<file path="src/rtl/round_timer_ctrl_pkg.sv">
// Shared types for the round timer: state encoding, BCD digit types and a
// helper that turns a 0..99 constant into two BCD digits.
package round_timer_pkg;

    typedef logic [3:0] bcd_t;

    typedef enum logic [1:0] {
        ST_IDLE  = 2'd0,
        ST_READY = 2'd1,
        ST_PLAY  = 2'd2,
        ST_OVER  = 2'd3
    } state_t;

    typedef struct packed {
        bcd_t tens;
        bcd_t ones;
    } bcd2_t;

    function automatic bcd2_t to_bcd2(input int unsigned v);
        bcd2_t r;
        r.tens = 4'((v / 10) % 10);
        r.ones = 4'(v % 10);
        return r;
    endfunction

endpackage

</file>
<file path="src/rtl/round_timer_ctrl_if.sv">
// Signal bundle between the round timer and the game/display logic.
interface round_timer_ctrl_if;
    import round_timer_pkg::*;

    // No valid/ready pair here: Start and Pause are plain levels (only the
    // rising edge of Start acts); every output is a registered level, and
    // SecondTick/TimeUp are single-cycle pulses with no back-pressure.
    logic       Start;
    logic       Pause;
    bcd_t       OnesDigit;
    bcd_t       TensDigit;
    logic [1:0] State;
    logic       RoundActive;
    logic       SecondTick;
    logic       TimeUp;

    modport slave (
        input  Start, Pause,
        output OnesDigit, TensDigit, State, RoundActive, SecondTick, TimeUp
    );

    modport master (
        output Start, Pause,
        input  OnesDigit, TensDigit, State, RoundActive, SecondTick, TimeUp
    );

endinterface

</file>
<file path="src/rtl/round_timer_ctrl_bcd_down_counter.sv">
// Two-digit BCD down counter with clear, load and decrement; is_one flags 01.
module bcd_down_counter
    import round_timer_pkg::*;
#(
    parameter bcd2_t RESET_VALUE = '0
) (
    input  logic  clk,
    input  logic  rst,
    input  logic  clear,
    input  logic  load,
    input  bcd2_t load_value,
    input  logic  dec,
    output bcd2_t value,
    output logic  is_one
);

    bcd2_t value_q;
    bcd2_t value_d;

    always_comb begin
        value_d = value_q;
        if (clear) begin
            value_d = '0;
        end else if (load) begin
            value_d = load_value;
        end else if (dec) begin
            if (value_q.ones == 4'd0) begin
                value_d.ones = 4'd9;
                value_d.tens = value_q.tens - 4'd1;
            end else begin
                value_d.ones = value_q.ones - 4'd1;
            end
        end
    end

    always_ff @(posedge clk) begin
        if (rst) begin
            value_q <= RESET_VALUE;
        end else begin
            value_q <= value_d;
        end
    end

    assign value  = value_q;
    assign is_one = (value_q.tens == 4'd0) && (value_q.ones == 4'd1);

endmodule

</file>
<file path="src/rtl/round_timer_ctrl.sv">
// Round sequencer: 1 Hz prescaler plus IDLE/READY/PLAY/OVER FSM driving a BCD
// seconds display. Define ROUND_TIMER_PAUSE_EN to let Pause freeze the timer.
module round_timer_ctrl
    import round_timer_pkg::*;
#(
    parameter int CLOCK_FREQUENCY = 50000000,
    parameter int ROUND_SECONDS   = 60,
    parameter int READY_SECONDS   = 3
) (
    input  logic               ClockIn,
    input  logic               Reset,
    round_timer_ctrl_if.slave  bus
);

    localparam int                PRE_W      = $clog2(CLOCK_FREQUENCY);
    localparam logic [PRE_W-1:0]  PRE_RELOAD = PRE_W'(CLOCK_FREQUENCY - 1);
    localparam bcd2_t             ROUND_BCD  = to_bcd2(ROUND_SECONDS);
    localparam bcd2_t             READY_BCD  = to_bcd2(READY_SECONDS);

    state_t           state_q, state_d;
    logic [PRE_W-1:0] pre_q, pre_d;
    logic             start_prev_q;
    logic             second_tick_q, second_tick_d;
    logic             time_up_q, time_up_d;

    logic  hold;
    logic  start_edge;
    logic  running;
    logic  tick;
    logic  cnt_clear, cnt_load, cnt_dec, cnt_is_one;
    bcd2_t cnt_load_value, cnt_value;

`ifdef ROUND_TIMER_PAUSE_EN
    assign hold = bus.Pause;
`else
    logic unused_pause;
    assign unused_pause = bus.Pause;
    assign hold         = 1'b0;
`endif

    assign start_edge = bus.Start & ~start_prev_q;
    assign running    = ((state_q == ST_READY) || (state_q == ST_PLAY)) && !hold;
    assign tick       = running && (pre_q == '0);

    always_comb begin
        state_d        = state_q;
        pre_d          = pre_q;
        second_tick_d  = 1'b0;
        time_up_d      = 1'b0;
        cnt_clear      = 1'b0;
        cnt_load       = 1'b0;
        cnt_load_value = ROUND_BCD;
        cnt_dec        = 1'b0;

        if (running) begin
            pre_d = tick ? PRE_RELOAD : pre_q - PRE_W'(1);
        end

        case (state_q)
            ST_IDLE, ST_OVER: begin
                pre_d = PRE_RELOAD;
                if (start_edge) begin
                    state_d        = ST_READY;
                    cnt_load       = 1'b1;
                    cnt_load_value = READY_BCD;
                end
            end
            ST_READY: begin
                if (tick) begin
                    second_tick_d = 1'b1;
                    if (cnt_is_one) begin
                        state_d  = ST_PLAY;
                        cnt_load = 1'b1;
                    end else begin
                        cnt_dec = 1'b1;
                    end
                end
            end
            ST_PLAY: begin
                // Start edges are deliberately dropped while a round runs.
                if (tick) begin
                    second_tick_d = 1'b1;
                    if (cnt_is_one) begin
                        state_d   = ST_OVER;
                        cnt_clear = 1'b1;
                        time_up_d = 1'b1;
                    end else begin
                        cnt_dec = 1'b1;
                    end
                end
            end
            default: state_d = ST_IDLE;
        endcase
    end

    always_ff @(posedge ClockIn) begin
        if (Reset) begin
            state_q       <= ST_IDLE;
            pre_q         <= PRE_RELOAD;
            start_prev_q  <= 1'b0;
            second_tick_q <= 1'b0;
            time_up_q     <= 1'b0;
        end else begin
            state_q       <= state_d;
            pre_q         <= pre_d;
            start_prev_q  <= bus.Start;
            second_tick_q <= second_tick_d;
            time_up_q     <= time_up_d;
        end
    end

    bcd_down_counter #(
        .RESET_VALUE (ROUND_BCD)
    ) u_digits (
        .clk        (ClockIn),
        .rst        (Reset),
        .clear      (cnt_clear),
        .load       (cnt_load),
        .load_value (cnt_load_value),
        .dec        (cnt_dec),
        .value      (cnt_value),
        .is_one     (cnt_is_one)
    );

    assign bus.OnesDigit   = cnt_value.ones;
    assign bus.TensDigit   = cnt_value.tens;
    assign bus.State       = state_q;
    assign bus.RoundActive = (state_q == ST_PLAY);
    assign bus.SecondTick  = second_tick_q;
    assign bus.TimeUp      = time_up_q;

endmodule

</file>
<file path="src/flat_wrapper.sv">
// flat-port wrapper written by rule: the top's interface ports become plain ports
module round_timer_ctrl_flat import round_timer_pkg::*;
#(
    parameter int CLOCK_FREQUENCY = 50000000,
    parameter int ROUND_SECONDS   = 60,
    parameter int READY_SECONDS   = 3
)
  (ClockIn, Reset, bus_Start, bus_Pause, bus_OnesDigit, bus_TensDigit, bus_State, bus_RoundActive, bus_SecondTick, bus_TimeUp);
  round_timer_ctrl_if bus_i ();
  input  logic ClockIn;
  input  logic Reset;
  input wire logic [$bits(bus_i.Start)-1:0] bus_Start;
  input wire logic [$bits(bus_i.Pause)-1:0] bus_Pause;
  output wire logic [$bits(bus_i.OnesDigit)-1:0] bus_OnesDigit;
  output wire logic [$bits(bus_i.TensDigit)-1:0] bus_TensDigit;
  output wire logic [$bits(bus_i.State)-1:0] bus_State;
  output wire logic [$bits(bus_i.RoundActive)-1:0] bus_RoundActive;
  output wire logic [$bits(bus_i.SecondTick)-1:0] bus_SecondTick;
  output wire logic [$bits(bus_i.TimeUp)-1:0] bus_TimeUp;
  assign bus_i.Start = bus_Start;
  assign bus_i.Pause = bus_Pause;
  assign bus_OnesDigit = bus_i.OnesDigit;
  assign bus_TensDigit = bus_i.TensDigit;
  assign bus_State = bus_i.State;
  assign bus_RoundActive = bus_i.RoundActive;
  assign bus_SecondTick = bus_i.SecondTick;
  assign bus_TimeUp = bus_i.TimeUp;
  round_timer_ctrl #(.CLOCK_FREQUENCY(CLOCK_FREQUENCY), .ROUND_SECONDS(ROUND_SECONDS), .READY_SECONDS(READY_SECONDS)) u_core (.ClockIn(ClockIn), .Reset(Reset), .bus(bus_i));
endmodule
</file>
<file path="config.mk">
export PLATFORM = sky130hd
export DESIGN_NAME = round_timer_ctrl_flat
export DESIGN_NICKNAME = d
export VERILOG_FILES = /design/src/rtl/round_timer_ctrl_pkg.sv /design/src/rtl/round_timer_ctrl_if.sv /design/src/rtl/round_timer_ctrl_bcd_down_counter.sv /design/src/rtl/round_timer_ctrl.sv /design/src/flat_wrapper.sv
export SDC_FILE = /design/constraint.sdc
export NUM_CORES = 1
export LEC_CHECK = 0
export BUFFER_PORTS_ARGS = -buffer_cell sky130_fd_sc_hd__buf_2
export CAP_MARGIN = 25
export CORE_MARGIN = 2
export CORE_UTILIZATION = 25
export DETAILED_ROUTE_END_ITERATION = 7
export PLACE_DENSITY = 0.45
export SLEW_MARGIN = 20
export SYNTH_ARGS = -nofsm -noshare
export SYNTH_HDL_FRONTEND = slang
export SYNTH_SLANG_ARGS = --single-unit
</file>
<file path="constraint.sdc">
create_clock -name ClockIn -period 5.65 [get_ports ClockIn]
set_clock_uncertainty 0.05 [all_clocks]
set_input_delay 0.2825 -clock ClockIn [delete_from_list [all_inputs] [get_ports ClockIn]]
set_output_delay 0.2825 -clock ClockIn [all_outputs]
set_load 0.02 [all_outputs]
</file>
==> metrics.md <==
| Metric | Value |
|---|---|
| Largest net degree at the start of global routing | `18` |
| Final setup viols | `0` |
| Cell Area, Synth | `0.00197 mm2` |
| Distinct cells, synth | `47` |
| DR iter-0 viols | `99` |
| Critical-path maximum fanout | `11` |
| EDFF count, synth | `0` |
| Most used DFF post-synth | `dfxtp_1` |
| Synth area leaders | `dfxtp_1, ha_1, nand2_1` |
| Die height | `92.7 um` |
| Worst-path clk slew | `90 ps` |
| Horiz. Die Dim | `92.7 um` |
| CP Buf/Inv Count | `1` |
| Syn_nets | `234` |
| IO Port Bufs | `15` |
| Leading area contributor after synthesis | `dfxtp_1` |
| Cell count of the worst reg-to-reg path | `7` |
| Drt first pass iters | `4` |
| MaxCap Viol Count | `0` |
| Drt wl/cell | `11.9 um` |
| Status | `completed` |
| Syn_area_per_cell | `8.89 um2` |
| Wire length on met2 | `1680 um` |
| Crit path arrival time | `3090 ps` |
| Share of flip-flops with an asynchronous set or reset | `0%` |
| Hold buffers post-CTS | `0` |
| Commonest cells in the netlist | `dfxtp_1, nand2_1, nor2_1` |
| Total chip power | `0.830 mW` |
| VDD IR-drop max | `0.135 mV` |
| Clk Tree Root Cell | `clkbuf_8` |
| CP Capture Type | `flop` |
| Critical path cell sequence | `inv_1 -> ha_1 -> nor4b_1 -> nand3b_1 -> nor3_2 -> and3_1 -> o21ai_0` |
| Remaining antenna violation count | `0` |
| Slowest Stage Delay on Critical Path | `670 ps` |
| Drt drc | `0` |
| Total GRT Usage | `10.1%` |
| Synth Register Bits | `39` |
| Core Area | `0.00769 mm2` |
| Fin util | `29.3%` |
| Final Max Tran Viols | `0` |
| Via Count | `1,559` |
| Post-Syn Instances | `221` |
| Std cell rows | `32` |
| Family with the most delay on the worst path | `simple AND/OR/NAND/NOR gates` |
| Setup_tns | `0 ps` |
| Most common cell in the synthesized netlist | `dfxtp_1` |
| Leak | `0.799 nW` |
| HP Class | `in -> reg` |
| Initial antenna violation count | `0` |
| Yosys top cell area share | `39.7%` |
| Ant diodes | `0` |
| Period utilization | `53.1%` |
| M1 WL | `2220 um` |
| RSZ-0062 raised after global routing | `no` |
| TritonCTS clock tree | `built` |
| Peak Freq | `0.333 GHz` |
| NumNets Final | `251` |
| Slowest CP cell | `nor4b_1` |
| Worst R2R Setup Slack | `2650 ps` |
| CTS Buffer Depth | `2` |
| DR vias/cell | `4.57` |
| Starting Density | `25.6%` |
| DR WL met3 | `112 um` |
| Routed WL | `4070 um` |
| Crit Path Category | `reg -> reg` |
| Post-CTS sizing | `0` |
| Worst-Skew Late Latency | `290 ps` |
| Crit. path cell count | `7` |
| Worst Path Required | `5740 ps` |
| DR top layer | `met4` |
| CP Launch Type | `flop` |
| Power Density | `369 mW/mm2` |
| Relative slew slack | `47.0%` |
| Period minus WS final | `3000 ps` |
| Share of cells above drive strength 1 | `15.5%` |
| Area grow syn2layout | `14.6%` |
| H-tree depth | `2` |
| GRT overflow | `0` |
| Synth warnings | `0` |
| First-pass GRT wire length | `7020 um` |
| Postcts setup bufs | `0` |
| Die ar. | `0.00859 mm2` |
| Worst-margin pin slew | `776 ps` |
| Fin. Hold Viols | `0` |
| Placer Congestion | `0.709` |
| I/O Pins | `17` |
| Area after DPL | `0.00214 mm2` |
| Num CTS Buffers | `5` |
| Hold Path Stages | `2` |
| Sequential-to-total area share from yosys stat | `39.7%` |
| Final Instance Area | `0.00225 mm2` |
| Vias in the first global route | `1,418` |
| Clock sink total | `39` |
| Final HPWL DP | `2850 um` |
## power breakdown
part	total, mW	switching [mW]	internal [mW]
clock network	0.240	0.108	0.132
logic	0.257	0.160	0.0979
registers	0.333	0.0347	0.298
total	0.830	0.303	0.527
## metal layers
metal	GRT usage [%]	up-vias
met5	0	-
met4	3.92	0
met3	2.36	4
met2	14.2	21
met1	14.8	734
li1	-	800
## kinds of logic (layout without fill, tap and decap cells)
kind of cell | count (synthesis) | in the layout | synth area share (%)
compound gates | 27 | 27 | 9.99
xor+xnor | 22 | 22 | 9.80
fa+ha+maj | 9 | 9 | 5.73
buf+inv | 12 | 30 | 2.80
flops | 39 | 39 | 39.7
mux | 1 | 1 | 0.509
simple gates | 111 | 111 | 31.4
## state kept, by name, summed over array words and instances (netlist names)
signal,cells
u_core.bus.SecondTick,1
u_core.bus.TimeUp,1
u_core.u_digits.value,8
u_core.pre_q,26
u_core.start_prev_q,1
u_core.bus.State,2
## cell type report
cell class,instances,area [um2]
clock buffers,5,68.8
repair buffers,15,75.1
flip-flops and latches,39,781
inverters,7,26.3
multi-input cells,170,1130
clock inverters,3,43.8
fillers,834,5440
well taps,102,128
## per-stage QoR
stage	hold WS (ps)	cells	worst slack, ps
3_3_place_gp	435	333	2630
5_1_grt	192	341	2260
2_1_floorplan	350	221	3060
3_5_place_dp	444	333	2580
4_1_cts	182	341	2560
6_report	187	341	2650
## layout by cell type (no fill, tap or decap), types with 2 or more instances in the layout
master	Yosys	routed
clkbuf_8	0	5
a31o_2	2	2
xor2_1	10	10
xnor2_1	12	12
nor4b_1	3	3
or2_2	2	2
nand3b_1	5	5
nor4_4	2	2
buf_2	2	15
o21ai_0	7	7
and3_1	4	4
nor2b_1	2	2
nand2_1	29	29
nor4_1	3	3
ha_1	9	9
a221oi_1	2	2
dfxtp_1	39	39
nand3_1	5	5
nor3_1	7	7
nand2b_1	2	2
inv_1	7	7
nor2_1	28	28
or3_1	5	5
nand4b_1	3	3
a21oi_1	7	7
## path summary, 6_finish.rpt
kind / end / from
worst max-delay path: u_core.pre_q[23] / u_core.bus.State[0]
worst min-delay path: u_core.start_prev_q / bus_Start
worst max register to register: u_core.pre_q[23] / u_core.bus.State[0]
worst min register to register: u_core.pre_q[7] / u_core.pre_q[7]
Power figures use the tool's default switching activity.
